### config.mk
export PLATFORM = sky130hd
export DESIGN_NAME = seg_scan_driver
export DESIGN_NICKNAME = d
export VERILOG_FILES = /design/src/rtl/seg_scan_driver.sv
export SDC_FILE = /design/constraint.sdc
export NUM_CORES = 1
export LEC_CHECK = 0
export ABC_AREA = 1
export BUFFER_PORTS_ARGS = -buffer_cell sky130_fd_sc_hd__buf_2
export CAP_MARGIN = 20
export CORE_MARGIN = 5
export CORE_UTILIZATION = 44
export DETAILED_ROUTE_END_ITERATION = 16
export PLACE_DENSITY_LB_ADDON = 0.15
export SYNTH_ARGS = -nofsm -noshare
export SYNTH_HDL_FRONTEND = slang
export SYNTH_SLANG_ARGS = --single-unit
### constraint.sdc
create_clock -name clk -period 3.6 [get_ports clk]
set_input_delay 0.36 -clock clk [delete_from_list [all_inputs] [get_ports clk]]
set_output_delay 0.36 -clock clk [all_outputs]
set_load 0.02 [all_outputs]
### src/rtl/seg_scan_driver.sv
`default_nettype none
// ============================================================================
// Module   : seg_scan_driver
// Brief    : Five-digit BCD multiplexed 7-segment scanner over eight anode
//            slots, with frame-synchronous shadowing and leading-zero blanking.
// Revision : 1.0 - initial release
// ============================================================================
module seg_scan_driver #(
  parameter int TICK_DIV = 12500
) (
  input  logic        clk,
  input  logic        rst,
  input  logic [19:0] bcd_in,
  input  logic        blank_lz,
  input  logic        en,
  output logic [7:0]  an,
  output logic [6:0]  seg,
  output logic        dp,
  output logic        frame_done
);

  localparam int                 c_cnt_w   = (TICK_DIV > 2) ? $clog2(TICK_DIV) : 1;
  localparam logic [c_cnt_w-1:0] c_cnt_max = c_cnt_w'(TICK_DIV - 1);

  logic [c_cnt_w-1:0] r_cnt;
  logic [2:0]         r_idx;
  logic [19:0]        r_shadow;

  logic        w_tick;
  logic        w_frame_end;
  logic [19:0] w_shifted;
  logic [3:0]  w_digit;
  logic        w_blank;
  logic        w_active;
  logic [6:0]  w_glyph;

  assign w_tick      = (r_cnt == c_cnt_max);
  assign w_frame_end = w_tick && (r_idx == 3'd7);

  // Shadow shifted down to the current digit: the low nibble is the digit,
  // and an all-zero remainder means this digit and all above it are zero.
  assign w_shifted = r_shadow >> {r_idx, 2'b00};
  assign w_digit   = w_shifted[3:0];
  assign w_blank   = blank_lz && (r_idx != 3'd0) && (w_shifted == 20'd0);
  assign w_active  = en && (r_cnt != '0) && (r_idx < 3'd5) && !w_blank;

  always_comb begin
    w_glyph = 7'b0111111;
    case (w_digit)
      4'd0:    w_glyph = 7'b1000000;
      4'd1:    w_glyph = 7'b1111001;
      4'd2:    w_glyph = 7'b0100100;
      4'd3:    w_glyph = 7'b0110000;
      4'd4:    w_glyph = 7'b0011001;
      4'd5:    w_glyph = 7'b0010010;
      4'd6:    w_glyph = 7'b0000010;
      4'd7:    w_glyph = 7'b1111000;
      4'd8:    w_glyph = 7'b0000000;
      4'd9:    w_glyph = 7'b0010000;
      default: w_glyph = 7'b0111111;
    endcase
  end

  always_ff @(posedge clk) begin
    if (rst) begin
      r_cnt      <= '0;
      r_idx      <= 3'd0;
      r_shadow   <= 20'd0;
      an         <= 8'hFF;
      seg        <= 7'h7F;
      dp         <= 1'b1;
      frame_done <= 1'b0;
    end else begin
      r_cnt <= w_tick ? '0 : r_cnt + c_cnt_w'(1);
      if (w_tick) begin
        r_idx <= r_idx + 3'd1;
      end
      if (w_frame_end) begin
        r_shadow <= bcd_in;
      end
      frame_done <= w_frame_end;
      an         <= w_active ? ~(8'b0000_0001 << r_idx) : 8'hFF;
      seg        <= w_active ? w_glyph : 7'h7F;
      dp         <= 1'b1;
    end
  end

endmodule
`default_nettype wire

**After elaboration in Yosys (flattened, before gate mapping)**

Memory sizes are Yosys's and may differ from the RTL's. A register that Yosys moved wholly into a read port is not among the register bits.
Index checks and enable logic that the tools add are counted.

- Register bits: 46
- Memory bits (read-only): 112
- Bits of input ports: 24
- Output and inout bits: 17
- Logic and storage cells: 27
- Memories: 1

Memory list:

| memory | depth | bits a word | read ports | clocked after Yosys merged registers in | write ports | RTL line | text |
|---|---|---|---|---|---|---|---|
| (no name shown) | 16 | 7 | 1 | 1 | 0 | 49 | `case (w_digit)` |

- Add/subtract/negate cells: 2
- Order comparisons: 1
- Equal/unequal tests: 2
- Shift-type cells: 2
- Bitwise logic cells: 2
- Reductions and logical operators: 12

Operators by type and width:

| cell | number |
|---|---|
| 20-bit logical NOT | 1 |
| 20-bit by 5-bit right shift with 20-bit output | 1 |
| 14-bit by 1-bit adder with 14-bit output (second input constant) | 1 |
| 14-bit equality test (second input constant) | 1 |
| 14-bit nonzero test | 1 |
| 8-bit inverter | 1 |
| 1-bit by 3-bit << shifter with 8-bit output (first input constant) | 1 |
| 1-bit logical AND | 6 |
| 2-bit OR reduction | 2 |
| 3-bit by 1-bit adder with 3-bit output (second input constant) | 1 |
| 3-bit equality test (second input constant) | 1 |
| 3-bit < comparator (second input constant) | 1 |
| 3-bit nonzero test | 1 |
| 1-bit logical NOT | 1 |
| 1-bit inverter | 1 |

**Logic depth before layout (Yosys ltp)**

Gate-level depths: netlist of the first run.

- Word-level depth: 7
- Gate-level depth with buffers: 15
- Mapped depth without buffers: 14

**Worst setup path before layout of the first run**

No wires, ideal clock.

- Path type: register to register
- Start: register r_idx[0]
- End: register seg[1]
- Library setup time: 0.124 ns
- Arrival: 1.703 ns
- Required time: 3.476 ns
- Path slack: 1.773 ns
- Stages on the path, launching flop included: 13
- Buffers on the path: 2
- Clock period less this slack: 1.827 ns
- Path through: dfxtp_1 > buf_6 > nand2_1 > nand3_1 > nand2_1 > o21ai_1 > inv_1 > ha_1 > nand3_2 > nor2_4 > nand2_4 > buf_8 > nand3b_2

- Cells in the longest elaborated chain, start to end: 7
- Elaborated cells on any way between the ends: 11
- Those cells by class: order compare (1); shift (1); bitwise (1); reduce/logical (8)

RTL lines:

| what | RTL line | text |
|---|---|---|
| from (decl) | 26 | `logic [2:0] r_idx;` |
| from (signal assigned) | 76 | `r_idx <= r_idx + 3'd1;` |
| 20-bit by 5-bit right shift with 20-bit output / 3-bit nonzero test (equally long branches) | 42, 44 |  |
| 20-bit logical NOT / 1-bit logical AND (equally long branches) | 44 | `assign w_blank = blank_lz && (r_idx != 3'd0) && (w_shifted == 20'd0);` |
| 1-bit logical AND | 44 |  |
| 1-bit logical NOT | 45 | `assign w_active = en && (r_cnt != '0) && (r_idx < 3'd5) && !w_blank;` |
| 1-bit logical AND | 45 |  |
| 1-bit inverter (no line) | -- |  |
| 2-bit OR reduction (no line) | -- |  |
| to (decl) | 17 | `output logic [6:0] seg,` |

Several ways; a longest one is shown, not always the timed one.
A chain may end at the register's enable or synchronous reset.

**Final worst setup path of the first run**

- Start: register r_idx[0]
- End: register an[4]

- Cells in the longest elaborated chain, start to end: 7
- Elaborated cells on any way between the ends: 13
- Those cells by class: order compare (1); shift (2); bitwise (2); reduce/logical (8)

RTL lines:

| what | RTL line | text |
|---|---|---|
| 20-bit by 5-bit right shift with 20-bit output / 3-bit nonzero test (equally long branches) | 42, 44 |  |
| 20-bit logical NOT / 1-bit logical AND (equally long branches) | 44 |  |
| 1-bit logical AND | 44 |  |
| 1-bit logical NOT | 45 |  |
| 1-bit logical AND | 45 |  |
| 1-bit inverter (no line) | -- |  |
| 2-bit OR reduction (no line) | -- |  |
| to (signal assigned) | 82 | `an <= w_active ? ~(8'b0000_0001 << r_idx) : 8'hFF;` |
| to (decl) | 16 | `output logic [7:0] an,` |

Several ways; a longest one is shown, not always the timed one.

==> results.txt, run 1 <==
status: finished, final reports clean
Max IR drop VDD: 0.205 mV
clk buf depth: 2
Slew Viols, Final: 0
Setup TNS: 0 ns
Post-synth EDFFs: 0
initial antenna violation count: 0
CTS Buf Count: 5
DRT Pass-1 Iters: 5
Via density: 4.88
Tcrit/Tclk final: 61.4%
post-route DRC violation count: 0
CTS clk-pin slew, worst paths: 0.09 ns
Syn Inst Count: 368
post-synthesis mux area share: 0%
GRT overflow: 0
Cell variety after synth: 35
first-pass GRT wire length: 9.96 mm
static leakage: 1.19 nW
I/O pin total: 41
Critical Path AT: 2.37 ns
Setup-failing EPs final: 0
Final Wtd Congestion: 0.879
Synth area leader: dfxtp_1
clock root buffer master: clkbuf_8
Area growth syn-to-layout: 10.7%
commonest non-fill, non-tap cell in the layout: nand2_1
setup slack, reg-to-reg: 1.39 ns
Starting Density: 45.8%
setup bufs post-CTS: 0
vias in the first global route: 2264
xor/xnor cell area share of the yosys netlist: 0.319%
Clock Sinks: 53
#FFs+latches synth: 53
Final Hold Vio Count: 0
core box area: 5990 um2
global router's overall resource usage: 15.8%
post-route ant nets: 0
die area: 7910 um2
Die X: 88.9 um
Slew HR: 42.4%
Die Ht: 88.9 um
RSZ-0062 raised after global routing: no
Yosys Warn Count: 0
H-tree depth: 2
Synth top area share: 38.7%
max cap viols: 0
layout cell share with drive strength beyond 1: 19.4%
syn nets: 404
main combinational cell family by area after synthesis: simple AND/OR/NAND/NOR gates
CP max FO: 16
Row Count: 28
critical path type: reg2reg
vias post-DR: 2330
Diodes inserted: 0
hold_buf cts: 0
fin crit period: 2.21 ns
post-synthesis compound-gate area fraction: 12.7%
Avg WL per Cell: 11.9 um
syn_area_per_cell: 7.45 um2
largest net degree at the start of global routing: 41
top post-synthesis cells by area: dfxtp_1, nand2_1, nand3_1
Primary FF master, synth: dfxtp_1
Worst-Margin Slew: 0.865 ns
Worst Setup End Kind: register
Layout Nets: 437
# port buffers: 39
DRT iter0 DRCs: 106
Skew-Pair Late Insertion Delay: 0.30 ns
drt total wl: 5.69 mm
Post-Syn Area: 2740 um2
Final Skew: 0.00486 ns
FMAX: 0.452 GHz
dpl hpwl: 4.43 mm
simple logic cell fraction of the synthesized area: 33.0%
CTS tree: built
post-synthesis sequential area ratio: 38.7%
HP Class: in2reg
Critical Path RT: 3.76 ns
Post-Synth Adder-Cell Area: 5.48%
most frequent cells in the layout: nand2_1, dfxtp_1, inv_1, buf_2, nand3_1
nature of the critical path startpoint: register
ys async rst share: 0%
PwrDens: 325 nW/um2
PostCTS Resize Cnt: 0
Tot Pwr: 0.986 mW
-- flip-flops by register name, indices dropped and copies added, names as in the netlist --
name	flops
frame_done	1
r_cnt	14
r_idx	3
seg	7
an	8
r_shadow	20
-- path summary, 6_finish.rpt --
path / depth (start not counted) / to / startpoint
min: 2 / frame_done / rst
max: 11 / an[4] / r_idx[0]
min reg2reg: 2 / r_shadow[3] / r_shadow[3]
max reg2reg: 11 / an[4] / r_idx[0]
-- stage by stage --
step	hold slack [ns]	setup WS (ns)	cell area (um2)	instances	utilization [%]
floorplan	0.424	1.77	2740	368	-
global placement	0.444	1.49	2950	469	49.2
detailed placement	0.446	1.38	2950	469	49.2
CTS	0.234	1.38	3040	477	50.7
global route	0.250	1.07	3040	477	50.7
finish	0.246	1.39	3040	477	50.7
-- power breakdown --
part	switching, mW	internal [mW]
Sequential	0.00429	0.594
Combinational	0.0329	0.0233
Clock	0.195	0.137
Total	0.232	0.754
-- layout make-up --
class	count	area (um2)
Clock buffer	6	72.6
Clock inverter	2	15.0
Fill cell	600	2960
Inverter	47	176
Multi-Input combinational cell	254	1410
Sequential cell	53	1060
Tap cell	75	93.8
Timing Repair Buffer	40	203
-- synthesized netlist by cell type (all sizes together) (2+ instances only) --
master	count
o211ai	2
a21oi	30
nor3	10
dfxtp	53
o21ai	29
nand4	6
nor2	26
nor3b	3
ha	12
nor4	2
o21a	2
nand3b	7
clkbuf	6
nand2	77
inv	46
nand3	46
buf	8
-- layer usage --
layer  vias to the layer above  track usage (%)  wire [um]
met5                         -                0          0
met4                         0             4.87         78
met3                        10             3.04        239
met2                        49             26.4       2590
met1                      1002             20.8       2780
li1                       1269                -          -
-- worst max-delay path, cell delays in order, from the launching register on --
cell	delay [ns]
dfxtp_1	0.49
inv_2	0.32
nand2_1	0.09
nand3_1	0.08
nand2_1	0.06
o21ai_1	0.25
inv_1	0.11
ha_1	0.23
nand3_2	0.10
nor2_4	0.04
nand2_4	0.18
nand3b_1	0.12
-- kinds of logic after synthesis --
logic type               count (synthesis)
AND/OR/NAND/NOR                        177
AO/OA/AOI/OAI                           63
buffers and inverters                   61
flip-flops                              53
adder cells (fa/ha/maj)                 12
XOR/XNOR                                 1
other                                    1
No activity file was read; power rests on OpenSTA's default activity.
==> run 2, diff against run 1 <==
clock period = 1.87 ns   (was 3.6 ns; I/O delays follow)
==> results.txt, run 2 (synthesis gave the netlist of run 1 again) <==
status: finished, final reports clean
DRT Pass-1 Iters: 4
post-route ant nets: 0
fin crit period: 1.71 ns
GRT overflow: 0
largest net degree at the start of global routing: 41
worst hold stages: 2
Max IR drop VDD: 0.326 mV
Die X: 88.9 um
drt total wl: 5.75 mm
setup bufs post-CTS: 0
die area: 7910 um2
Slew Viols, Final: 0
max incr delay on CP: 0.42 ns
Clock Sinks: 53
met2 routed WL: 2.76 mm
PostCTS Resize Cnt: 0
most frequent cells in the layout: nand2_1, dfxtp_1, inv_1, buf_2, nand3_1
critical path buffer and inverter count: 1
Final Wtd Congestion: 0.893
Top delay family on crit path: simple AND/OR/NAND/NOR gates
PwrDens: 636 nW/um2
DRT iter0 DRCs: 98
hold path start: rst
Setup TNS: 0 ns
CTS clk-pin slew, worst paths: 0.10 ns
CTS Buf Count: 5
H-tree depth: 2
Register Area: 1070 um2
setup slack, reg-to-reg: 0.16 ns
Worst Hold Slack: 0.0767 ns
FF-to-FF path depth: 7
nature of the critical path startpoint: register
Row Count: 28
CP Cell Sequence: ha_1 > nand3_1 > nor3_1 > nand3_1 > buf_12 > o21ai_0 > a21oi_1
hold_buf cts: 0
I/O pin total: 41
static leakage: 1.31 nW
Critical Path AT: 1.91 ns
area of the multi-input gates: 1440 um2
CP max FO: 40
Tcrit/Tclk final: 91.3%
Hold EP: frame_done
FMAX: 0.586 GHz
fillers: 609
most frequent cell on the critical path: nand3_1
Reg with most FFs: r_shadow
CTS tree: built
largest registers: r_shadow x20, r_cnt x14, an x8
Final Hold Vio Count: 0
initial antenna violation count: 0
CP max-delay cell: dfxtp_1
critical path type: reg2reg
core box area: 5990 um2
Setup-failing EPs final: 0
post-route DRC violation count: 0
Metal-1 WL: 2.69 mm
RR Startpoint: r_cnt[0]
Diodes inserted: 0
reg2reg end: r_shadow[6]
Area growth syn-to-layout: 17.8%
vias post-DR: 2387
Die Ht: 88.9 um
Avg WL per Cell: 11.6 um
commonest non-fill, non-tap cell in the layout: nand2_1
HP Class: in2reg
dpl hpwl: 4.48 mm
clock root buffer master: clkbuf_8
max cap viols: 0
met3 wire length: 245 um
Skew-Pair Late Insertion Delay: 0.31 ns
RSZ-0062 raised after global routing: no
Starting Density: 45.8%
max layer used: met4
Critical Path RT: 2.08 ns
Layout Nets: 454
layout cell share with drive strength beyond 1: 23.9%
Final Skew: 0.00801 ns
# port buffers: 39
Via density: 4.83
global router's overall resource usage: 15.8%
max reg flops: 20
clk buf depth: 2
first-pass GRT wire length: 9.96 mm
vias in the first global route: 2283
Worst Setup End Kind: register
-- run 2: layer usage --
metal | track usage, % | vias up
li1 | - | 1307
met2 | 27.0 | 33
met4 | 4.47 | 0
met5 | 0 | -
met3 | 3.32 | 6
met1 | 20.3 | 1041
-- run 2: worst max path at each step --
| stage | startpoint | end | slack [ns] | cells after the start |
|---|---|---|---|---|
| 2_1_floorplan | r_idx[0] | seg[1] | 0.04 | 12 |
| 3_3_place_gp | r_idx[0] | r_shadow[6] | 0.12 | 7 |
| 3_5_place_dp | r_idx[0] | an[2] | 0.07 | 11 |
| 4_1_cts | r_idx[0] | an[2] | 0.05 | 11 |
| 5_1_grt | r_cnt[0] | r_cnt[12] | 0.005 | 9 |
| 6_report | r_cnt[0] | r_shadow[6] | 0.16 | 7 |
-- run 2: layout make-up --
| type | instances | share of cell area [%] |
|---|---|---|
| flip-flops and latches | 53 | 33.0 |
| well taps | 75 | 2.90 |
| repair buffers | 57 | 10.6 |
| clock inverters | 2 | 1.20 |
| inverters | 47 | 5.54 |
| clock buffers | 6 | 2.25 |
| multi-input cells | 254 | 44.5 |
-- run 2: worst register-to-register path, delay by kind of cell (launching register included) --
kind | cells | cell delay [ns]
buf+inv | 1 | 0.21
flops | 1 | 0.42
compound gates | 2 | 0.25
fa+ha+maj | 1 | 0.24
simple gates | 3 | 0.48
-- run 2: power by group --
group | leakage [nW] | total [mW] | internal, mW | switching, mW
sequential | 0.431 | 1.15 | 1.14 | 0.00888
combinational | 0.827 | 0.114 | 0.0488 | 0.0649
clock | 0.0554 | 0.790 | 0.402 | 0.387
-- run 2: per-stage QoR --
stage	util, %	setup WS (ns)	area [um2]	total power, mW	cells
after global routing	53.9	0.00544	3230	2.14	494
after global placement	51.5	0.116	3090	1.29	486
after CTS	53.4	0.0468	3200	2.08	494
after floorplan	-	0.0431	2740	1.24	368
final	53.9	0.163	3230	2.05	494
after detailed placement	51.5	0.0679	3090	1.29	486
==> run 3, diff against run 2 <==
BUFFER_PORTS_ARGS = -buffer_cell sky130_fd_sc_hd__buf_4   (was -buffer_cell sky130_fd_sc_hd__buf_2)
CORE_UTILIZATION = 35   (was 44)
==> results.txt, run 3 (synthesis gave the netlist of run 1 again) <==
largest registers: r_shadow x20, r_cnt x14, an x8
Final Cell Area: 3340 um2
CTS clk-pin slew, worst paths: 0.10 ns
Row Count: 32
first-pass GRT wire length: 9.89 mm
combinational power share: 6.7%
fin crit period: 1.70 ns
dpl hpwl: 4.59 mm
most frequent cell on the critical path: nand2_1
RSZ-0062 raised after global routing: no
DRT iter0 DRCs: 45
die area: 9700 um2
largest net degree at the start of global routing: 41
sw power: 0.454 mW
CTS Buf Count: 5
Final Wtd Congestion: 0.789
clk buf depth: 2
most frequent cells in the layout: nand2_1, buf_4, dfxtp_1, inv_1, nand3_1
Die Ht: 98.5 um
core box area: 7690 um2
Critical Path RT: 2.12 ns
Critical Path AT: 1.95 ns
Tot Pwr: 1.96 mW
Tcrit/Tclk final: 91.0%
nature of the critical path startpoint: register
Reg with most FFs: r_shadow
status: finished, final reports clean
Final Hold Vio Count: 0
initial antenna violation count: 0
I/O pin total: 41
FF-to-FF path depth: 11
sequential fraction of design power: 58.5%
Setup-failing EPs final: 0
Max IR drop VDD: 0.267 mV
DP Area: 3200 um2
Critical Path Start: r_idx[0]
Final Worst Setup Slack: 0.167 ns
clock root buffer master: clkbuf_8
DRT Pass-1 Iters: 4
vias post-DR: 2375
Area growth syn-to-layout: 21.7%
Starting Density: 35.7%
max cap viols: 0
Die X: 98.5 um
critical path type: reg2reg
sw frac: 23.1%
CP max-delay cell: dfxtp_4
layout cell share with drive strength beyond 1: 24.0%
Layout Nets: 452
hold_buf cts: 0
Pint: 1.51 mW
vias in the first global route: 2132
Worst Hold Slack: 0.0583 ns
FMAX: 0.587 GHz
Via density: 4.58
Setup TNS: 0 ns
Clock Sinks: 53
commonest non-fill, non-tap cell in the layout: nand2_1
Cells after DPL: 510
fin cells: 519
Worst Setup End Kind: register
global router's overall resource usage: 12.3%
max reg flops: 20
HP Class: in2reg
dpl ws: 0.0269 ns
RR Startpoint: r_idx[0]
static leakage: 1.34 nW
Avg WL per Cell: 11.3 um
# port buffers: 39
clock power share: 34.8%
drt total wl: 5.88 mm
max incr delay on CP: 0.39 ns
post-layout util: 43.4%
H-tree depth: 2
Skew-Pair Late Insertion Delay: 0.31 ns
PwrDens: 588 nW/um2
Diodes inserted: 0
hold path start: rst
worst hold stages: 2
post-route DRC violation count: 0
GRT overflow: 0
Final Skew: 0.0130 ns
Slew Viols, Final: 0
CP max FO: 15
post-route ant nets: 0
CTS tree: built
CP Cell Sequence: buf_6 > nand2_1 > nand3_1 > nand2_1 > nand2_1 > nand2_1 > ha_1 > nand3_2 > nor2_4 > nand2_8 > nand3b_1
==> run 3: final cells by class <==
| cell class | count | area [um2] |
|---|---|---|
| Tap cell | 102 | 128 |
| Inverter | 47 | 179 |
| Timing Repair Buffer | 55 | 429 |
| Multi-Input combinational cell | 254 | 1440 |
| Sequential cell | 53 | 1070 |
| Clock buffer | 6 | 82.6 |
| Clock inverter | 2 | 13.8 |
| Fill cell | 852 | 4350 |
==> run 3: critical path, delay by kind of cell (launching register included) <==
kind / cells / cell delay, ns
flops: 1 / 0.39
buf+inv: 1 / 0.13
fa+ha+maj: 1 / 0.21
simple gates: 9 / 0.91
==> run 3: power by group through the flow <==
stage	Combinational [mW]	Clock (mW)	Sequential, mW
3_3_place_gp	0.132	0	1.18
2_1_floorplan	0.0557	0	1.19
5_1_grt	0.145	0.758	1.15
4_1_cts	0.134	0.716	1.15
3_5_place_dp	0.134	0	1.18
6_report	0.131	0.683	1.15
==> run 3: final timing paths <==
kind,end,slack (ns)
min reg2reg,r_shadow[2],0.46
max,an[4],0.17
min,frame_done,0.06
max reg2reg,an[4],0.17
==> run 3: per-layer routing <==
| metal | GRT usage, % | part of all wire (%) |
|---|---|---|
| met5 | 0 | 0 |
| met2 | 18.8 | 44 |
| met4 | 3.47 | 1.1 |
| met3 | 3.54 | 4.1 |
| met1 | 16.8 | 51 |
==> run 3: repair_timing <==
item | in CTS | in global routing
gates resized for setup | 1 | 9
endpoints found under the hold margin | 0 | 0
buffers inserted | 0 | 1
setup endpoints to repair | 6 | 17
